===== src/rtl/regfile_write_queue.sv =====
// regfile_write_queue
// ---------------------------------------------------------------------------
// Write-back queue in front of the 32x32-bit register file write port.
// Requests (register index + data) are accepted with a valid/ready handshake,
// held in a small in-order FIFO, and retired one per cycle onto the register
// file write port when Drain_Enable permits. Both read ports are bypassed so
// that writes still waiting in the queue are visible to readers.
//
// Ports:
//   CLK, RESET                 rising-edge clock, synchronous active-high reset
//   In_Valid / In_Ready        request handshake
//   In_Register / In_Data      request payload (index 0 requests are dropped)
//   Drain_Enable               permits retiring the head entry this cycle
//   Write_Register/Write_Data  register file write index / data
//   Reg_Write                  register file write strobe
//   Read_RegisterN             read port N index (N = 1, 2)
//   Regfile_DataN              register file read data for port N
//   Bypass_DataN               read data for port N with pending writes applied
//   Count / Empty              occupancy
// ---------------------------------------------------------------------------
module regfile_write_queue #(
  parameter int DEPTH = 4,
  parameter int PTR_W = 2
) (
  input  logic             CLK,
  input  logic             RESET,
  input  logic             In_Valid,
  output logic             In_Ready,
  input  logic [4:0]       In_Register,
  input  logic [31:0]      In_Data,
  input  logic             Drain_Enable,
  output logic [4:0]       Write_Register,
  output logic [31:0]      Write_Data,
  output logic             Reg_Write,
  input  logic [4:0]       Read_Register1,
  input  logic [31:0]      Regfile_Data1,
  output logic [31:0]      Bypass_Data1,
  input  logic [4:0]       Read_Register2,
  input  logic [31:0]      Regfile_Data2,
  output logic [31:0]      Bypass_Data2,
  output logic [PTR_W:0]   Count,
  output logic             Empty
);

  localparam logic [PTR_W:0] FULL_COUNT = (PTR_W + 1)'(DEPTH);

  // Entry storage. Every slot is read combinationally by the bypass logic,
  // so this stays in registers rather than a RAM.
  logic [4:0]       entry_reg_q  [DEPTH];
  logic [31:0]      entry_data_q [DEPTH];

  logic [PTR_W-1:0] head_q, head_d;
  logic [PTR_W-1:0] tail_q, tail_d;
  logic [PTR_W:0]   count_q, count_d;

  logic             enq;
  logic             deq;

  always_comb begin
    // Ready depends on registered occupancy only: a full queue refuses a
    // request even when the head retires in the same cycle.
    In_Ready = (count_q != FULL_COUNT);
    // Index 0 requests complete the handshake but are never stored.
    enq      = In_Valid && In_Ready && (In_Register != 5'd0);
    // Nothing retires while reset is asserted.
    deq      = Drain_Enable && (count_q != '0) && !RESET;

    Reg_Write = deq;
    if (count_q != '0) begin
      Write_Register = entry_reg_q[head_q];
      Write_Data     = entry_data_q[head_q];
    end else begin
      Write_Register = 5'd0;
      Write_Data     = 32'd0;
    end

    head_d = deq ? head_q + PTR_W'(1) : head_q;
    tail_d = enq ? tail_q + PTR_W'(1) : tail_q;

    count_d = count_q;
    case ({enq, deq})
      2'b10:   count_d = count_q + (PTR_W + 1)'(1);
      2'b01:   count_d = count_q - (PTR_W + 1)'(1);
      default: count_d = count_q;
    endcase

    Count = count_q;
    Empty = (count_q == '0);
  end

  always_ff @(posedge CLK) begin
    if (RESET) begin
      head_q  <= '0;
      tail_q  <= '0;
      count_q <= '0;
    end else begin
      head_q  <= head_d;
      tail_q  <= tail_d;
      count_q <= count_d;
    end
  end

  // Entry contents need no reset; occupancy alone decides validity.
  always_ff @(posedge CLK) begin
    if (enq && !RESET) begin
      entry_reg_q[tail_q]  <= In_Register;
      entry_data_q[tail_q] <= In_Data;
    end
  end

  // Read bypass, one instance per read port. Entries are scanned from the
  // head (oldest) towards the tail so the last match, the youngest pending
  // write, wins. Slots beyond the current occupancy are ignored.
  genvar gi;
  generate
    for (gi = 0; gi < 2; gi++) begin : g_bypass
      logic [4:0]  rd_reg;
      logic [31:0] rf_data;
      logic [31:0] byp_data;

      assign rd_reg  = (gi == 0) ? Read_Register1 : Read_Register2;
      assign rf_data = (gi == 0) ? Regfile_Data1  : Regfile_Data2;

      always_comb begin
        byp_data = rf_data;
        for (int k = 0; k < DEPTH; k++) begin
          if (((PTR_W + 1)'(k) < count_q) && (rd_reg != 5'd0) &&
              (entry_reg_q[head_q + PTR_W'(k)] == rd_reg)) begin
            byp_data = entry_data_q[head_q + PTR_W'(k)];
          end
        end
      end
    end
  endgenerate

  assign Bypass_Data1 = g_bypass[0].byp_data;
  assign Bypass_Data2 = g_bypass[1].byp_data;

endmodule


===== config.mk =====
export PLATFORM = sky130hd
export DESIGN_NAME = regfile_write_queue
export DESIGN_NICKNAME = d
export VERILOG_FILES = /design/src/rtl/regfile_write_queue.sv
export SDC_FILE = /design/constraint.sdc
export NUM_CORES = 1
export LEC_CHECK = 0
export BUFFER_PORTS_ARGS = -buffer_cell sky130_fd_sc_hd__buf_2
export CAP_MARGIN = 25
export CORE_UTILIZATION = 45
export CTS_BUF_LIST = sky130_fd_sc_hd__clkbuf_8 sky130_fd_sc_hd__clkbuf_16
export CTS_CLUSTER_SIZE = 30
export DETAILED_ROUTE_END_ITERATION = 10
export GPL_ROUTABILITY_DRIVEN = 0
export GPL_TIMING_DRIVEN = 1
export PLACE_DENSITY = 0.66
export SKIP_LAST_GASP = 1
export SYNTH_ARGS = -nofsm -noshare
export SYNTH_HDL_FRONTEND = slang
export SYNTH_SLANG_ARGS = --single-unit

===== constraint.sdc =====
create_clock -name CLK -period 6.8 [get_ports CLK]
set_input_delay 1.02 -clock CLK [delete_from_list [all_inputs] [get_ports CLK]]
set_output_delay 1.02 -clock CLK [all_outputs]
set_load 0.05 [all_outputs]

==> results.py, run 1 <==
metrics = {
    "place": {
        "place_area_mm2": 0.0139,
        "preCtsSetupSlack_ps": 1410,
        "hpwl_um": 26700,
        "numPortBuffers": 221,
    },
    "cts": {
        "cts_tree": "built",
        "postCtsHoldBufs": 0,
        "cts_sinks": 157,
        "cts_buffer_depth": 2,
        "cts-root-buf": "clkbuf_16",
        "cts_buffers": 17,
        "clk-insertion-delay-late_ps": 430,
        "cts_resized": 0,
        "cts-htree-levels": 4,
        "post_cts_buffers": 0,
        "path_clk_slew_ps": 60,
    },
    "sta": {
        "tns_ps": 0,
        "rsz0062_at_grt": "false",
        "relSlewSlack_pct": 34.5,
        "setup_viol": 0,
        "slew_viol_final": 0,
        "finalWorstSetupSlack_ps": 815,
        "fmax_mhz": 167,
        "layout_min_cycle_time_ps": 5980,
        "hold_viol": 0,
        "fin_skew_ps": 9.65,
        "fin_crit_sh_pct": 88.0,
        "worstMarginPinSlew_ps": 983,
    },
    "layout": {
        "areaGrowthSynthToFinish_pct": 14.8,
        "drive_gt1_share_pct": 32.7,
        "final_cell_area_mm2": 0.0145,
        "final_nets": 1426,
        "fin_util_pct": 53.2,
    },
    "die": {
        "core_area_mm2": 0.0273,
        "dieArea_mm2": 0.0287,
        "pin_count": 222,
        "rows": 60,
        "dieWidth_um": 170,
        "initial_utilization_pct": 46.3,
        "fp.dieH_um": 170,
    },
    "worst_setup_path": {
        "r2r-end": "entry_data_q[3][24]",
        "crit_top_cell": "buf_4",
        "critPathCapture": "Bypass_Data1[29]",
        "r2r_slack_ps": 4320,
        "cp_cell_sequence": "buf_4 -> mux4_2 -> and2_1 -> o21ai_4 -> buf_4 -> or2_2 -> a221oi_1 -> o31ai_1 -> buf_2",
        "slowest_stage": "or2_2",
        "worstSetupPathType": "reg2out",
        "timing.rr.start": "Count[0]",
        "critical_path_arrival_ps": 4960,
        "reg2reg_depth": 7,
        "critPathMaxStageDelay_ps": 810,
        "end_kind": "output port",
        "worstSetupStartpointType": "register",
        "cp_max_fo": 37,
        "worstPathRequired_ps": 5780,
    },
    "global_routing": {
        "grt_pass1_vias": 10700,
        "grt_pass1_wl_um": 62700,
        "grtUsageTotal_pct": 29.0,
        "grt_overflow": 0,
        "grt_max_degree": 65,
        "antenna_found_initial": 9,
    },
    "power_and_ir_drop": {
        "leakage_nw": 4.76,
        "p_per_area_mw_per_mm2": 284,
        "total_power_mw": 4.11,
        "peakVddDrop_mv": 0.199,
    },
    "drt": {
        "routed_wl_um": 41600,
        "wl_met3_um": 4320,
        "vias_per_cell": 6.60,
        "antenna_left": 0,
        "wl_met2_um": 19400,
        "vias": 11200,
        "first_iter_violations": 1256,
        "highest_layer": "met5",
        "dr.pass1.iters": 5,
        "wl_per_cell_um": 24.6,
        "drcViolationCount": 0,
        "routedLengthMet1_um": 16400,
    },
    "synth": {
        "synth_top_area_cell": "edfxtp_1",
        "synthTopCellsByCount": "edfxtp_1 (148), mux4_2 (98), nor3_1 (95)",
        "ys_top_cells_by_area": "edfxtp_1 (35%), mux4_2 (17%), mux2i_1 (5.9%)",
        "synth_top_area_share_pct": 35.2,
        "syn_area_per_cell_um2": 10.8,
        "synth_seq_cells": 157,
        "synthesis.nets": 1288,
        "async_reset_ff_share_pct": 0,
        "ys_seq_area_share_pct": 36.6,
        "syn_inst": 1164,
        "synth.cell_area_mm2": 0.0126,
        "yosys.cell_types.count": 52,
        "yosysMostFrequentCell": "edfxtp_1",
        "ys.flop_type": "edfxtp_1",
        "yosysWarningCount": 0,
        "synth_enable_flop_cells": 148,
    },
    "worst_hold_path": {
        "hold_path_class": "reg2reg",
    },
    "run": {
        "maxCapViolCount": 0,
    },
    "outcome": {
        "status": "finished clean",
    },
}
[flip-flops by register name, indices dropped and copies added, names as in the netlist, named ones only]
name,count
Count,3
entry_data_q,128
head_q,2
tail_q,2
entry_reg_q,20
[metrics by stage]
| stage | cells | hold slack, ps |
|---|---|---|
| 2_1_floorplan | 1164 | 518 |
| 3_3_place_gp | 1653 | 542 |
| 3_5_place_dp | 1654 | 557 |
| 4_1_cts | 1686 | 572 |
| 5_1_grt | 1689 | 607 |
| 6_report | 1691 | 578 |
[per-layer routing]
layer  track usage (%)  vias to the layer above
met5                 0                        -
li1                  -                     4903
met1              38.3                     5450
met3              5.99                      116
met4              11.6                       10
met2              46.8                      681
[critical path: cells and delay by family (launching register included)]
kind | cells | cell delay [ps]
flip-flops | 1 | 800
multiplexers | 1 | 650
AND/OR/NAND/NOR | 2 | 1030
buffers and inverters | 3 | 1240
AO/OA/AOI/OAI | 3 | 730
[worst min path at each step]
stage | startpoint | to | slack [ps] | cells past startpoint
after global routing | tail_q[1] | tail_q[1] | 610 | 2
after CTS | tail_q[1] | tail_q[1] | 570 | 2
after global placement | tail_q[1] | tail_q[1] | 540 | 2
final | tail_q[1] | tail_q[1] | 580 | 2
after floorplan | tail_q[1] | tail_q[1] | 520 | 2
after detailed placement | tail_q[1] | tail_q[1] | 560 | 2
[cells in the final DEF (no fill, tap or decap), types with 33 or more instances in the layout]
master,count
buf_2,221
edfxtp_1,148
mux2_2,33
mux2i_1,74
mux4_2,98
nand2_1,77
nor2_1,77
nor3_1,95
o21ai_0,65
or3_1,34
[logic make-up (layout without fill, tap and decap cells)]
group / after synthesis / count (layout) / share of synthesized area (%)
compound gates: 238 / 238 / 13.7
xor+xnor: 40 / 40 / 2.83
fa+ha+maj: 9 / 9 / 0.892
buf+inv: 136 / 287 / 4.77
flops: 157 / 157 / 36.6
mux: 205 / 205 / 26.3
other cells: 0 / 4 / 0
simple gates: 379 / 379 / 14.9
[final cells by class]
type	instances	area (um^2)
fill	2427	12800
multi-input combinational	871	7440
sequential	157	4640
timing repair buffer	248	1320
tap	372	465
clock buffer	19	453
clock inverter	13	143
inverter	7	26.3
antenna	4	10.0
[power by group]
group          switching (mW)  internal [mW]
logic                    1.34          0.613
registers               0.100           1.10
clock network           0.388          0.562
total                    1.83           2.28
Power figures use the tool's default switching activity.
==> run 2: changes to the inputs <==
==> constraint.sdc (replaced) <==
create_clock -name CLK -period 6.8 [get_ports CLK]
set_input_delay 1.36 -clock CLK [delete_from_list [all_inputs] [get_ports CLK]]
set_output_delay 1.36 -clock CLK [all_outputs]
set_load 0.05 [all_outputs]
==> results.py, run 2 (synthesized netlist as in run 1, its figures left out) <==
metrics = {
    "run": {
        "maxCapViolCount": 0,
    },
    "die": {
        "core_area_mm2": 0.0273,
        "initial_utilization_pct": 46.3,
        "dieWidth_um": 170,
        "fp.dieH_um": 170,
        "dieArea_mm2": 0.0287,
        "pin_count": 222,
        "rows": 60,
    },
    "layout": {
        "final_common_cell": "buf_2",
        "largest_register_ffs": 128,
        "top_register": "entry_data_q",
        "areaGrowthSynthToFinish_pct": 15.3,
        "fillers": 2414,
        "final_nets": 1431,
        "mostFrequentLayoutCells": "buf_2 (221), edfxtp_1 (148), mux4_2 (98)",
        "drive_gt1_share_pct": 33.0,
        "instances_no_fill": 1696,
    },
    "cts": {
        "path_clk_slew_ps": 70,
        "postCtsHoldBufs": 0,
        "cts_sinks": 157,
        "clk-insertion-delay-late_ps": 430,
        "cts_buffer_depth": 2,
        "cts_resized": 0,
        "post_cts_buffers": 0,
        "cts_tree": "built",
        "cts_buffers": 17,
        "cts-htree-levels": 4,
        "cts-root-buf": "clkbuf_16",
    },
    "global_routing": {
        "grt_pass1_wl_um": 62300,
        "grt_max_degree": 51,
        "grt_overflow": 0,
        "antenna_found_initial": 4,
        "grtUsageTotal_pct": 28.8,
        "grt_pass1_vias": 10600,
    },
    "worst_setup_path": {
        "cp_max_fo": 44,
        "reg2reg_depth": 7,
        "timing.rr.start": "Count[0]",
        "r2r-end": "entry_data_q[1][29]",
        "end_kind": "output port",
        "crit_top_cell": "buf_4",
        "crit_family": "buffers and inverters",
        "worstSetupPathType": "reg2out",
        "critical_path_arrival_ps": 4460,
        "slowest_stage": "dfxtp_4",
        "worstPathRequired_ps": 5440,
        "r2r_slack_ps": 4140,
        "critPathMaxStageDelay_ps": 770,
        "path_buf_inv": 3,
        "cp_cell_sequence": "buf_4 -> mux4_2 -> xnor2_1 -> nand4_1 -> nor2_4 -> buf_4 -> nand2_1 -> a31oi_1 -> buf_2",
        "worstSetupStartpointType": "register",
    },
    "worst_hold_path": {
        "holdPathEnd": "tail_q[1]",
        "min_path_cells": 2,
        "hold_path_class": "reg2reg",
        "hp-start": "tail_q[1]",
    },
    "place": {
        "numPortBuffers": 221,
        "preCtsSetupSlack_ps": 1370,
        "place_inst": 1660,
        "hpwl_um": 27200,
    },
    "drt": {
        "vias": 11300,
        "vias_per_cell": 6.64,
        "first_iter_violations": 1372,
        "highest_layer": "met5",
        "antenna_left": 0,
        "routedLengthMet1_um": 16400,
        "wl_met3_um": 4660,
        "wl_per_cell_um": 24.2,
        "routed_wl_um": 41100,
        "drcViolationCount": 0,
        "dr.pass1.iters": 5,
        "wl_met2_um": 19000,
    },
    "sta": {
        "finalWorstSetupSlack_ps": 978,
        "slew_viol_final": 0,
        "fmax_mhz": 172,
        "layout_min_cycle_time_ps": 5820,
        "setup_viol": 0,
        "fin_skew_ps": 9.56,
        "tns_ps": 0,
        "worstMarginPinSlew_ps": 898,
        "fin_crit_sh_pct": 85.6,
        "hold_viol": 0,
        "rsz0062_at_grt": "false",
        "relSlewSlack_pct": 40.1,
    },
    "outcome": {
        "status": "finished clean",
    },
    "power_and_ir_drop": {
        "leakage_nw": 4.80,
        "peakVddDrop_mv": 0.183,
        "p_per_area_mw_per_mm2": 286,
    },
}
[run 2: cell count changes in the layout (fill, tap and decap cells not counted), moves of 2 or more]
cell,before,now
inv_8,0,3
clkbuf_8,2,0
buf_4,25,30
clkinv_4,3,1
[run 2: per-layer routing]
metal	up-vias	GRT usage [%]
met4	2	10.4
met5	-	0
met2	730	45.3
li1	4909	-
met3	95	5.95
met1	5522	39.5
[run 2: worst min-delay path, stage by stage, from the launching register on]
cell	delay (ps)
dfxtp_1	340
mux2i_1	140
nor2_1	50
[run 2: area by class of cell]
| class | instances | area [um^2] | area share [%] |
|---|---|---|---|
| multi-input cells | 871 | 7440 | 51.1 |
| flip-flops and latches | 157 | 4640 | 31.9 |
| repair buffers | 253 | 1370 | 9.39 |
| well taps | 372 | 465 | 3.20 |
| clock buffers | 17 | 425 | 2.92 |
| clock inverters | 15 | 189 | 1.30 |
| inverters | 7 | 26.3 | 0.180 |
| diodes | 4 | 10.0 | 0.0688 |
[run 2: worst max path at each step]
stage	start	end	slack (ps)	depth (start not counted)
finish	head_q[1]	Bypass_Data2[8]	980	9
detailed placement	Read_Register2[1]	Bypass_Data2[24]	1370	9
CTS	head_q[1]	Bypass_Data2[8]	1070	9
global route	head_q[1]	Bypass_Data2[24]	810	9
global placement	Read_Register2[1]	Bypass_Data2[31]	1440	9
floorplan	Read_Register1[2]	Bypass_Data1[10]	1400	9
[run 2: report_power, final]
part	switching, mW	internal, mW	total (mW)	leakage (nW)
Clock	0.410	0.585	0.995	0.293
Sequential	0.0938	1.10	1.20	1.42
Combinational	1.35	0.620	1.97	3.08
Total	1.85	2.31	4.16	4.80
[run 2: per-stage QoR]
| step | hold slack (ps) | power, mW | area, um^2 | utilization (%) |
|---|---|---|---|---|
| after floorplan | 518 | 2.67 | 12600 | - |
| after global placement | 548 | 3.14 | 13900 | 51.1 |
| after detailed placement | 567 | 3.16 | 13900 | 51.1 |
| after CTS | 579 | 4.15 | 14500 | 53.4 |
| after global routing | 624 | 4.32 | 14600 | 53.4 |
| final | 568 | 4.16 | 14600 | 53.4 |
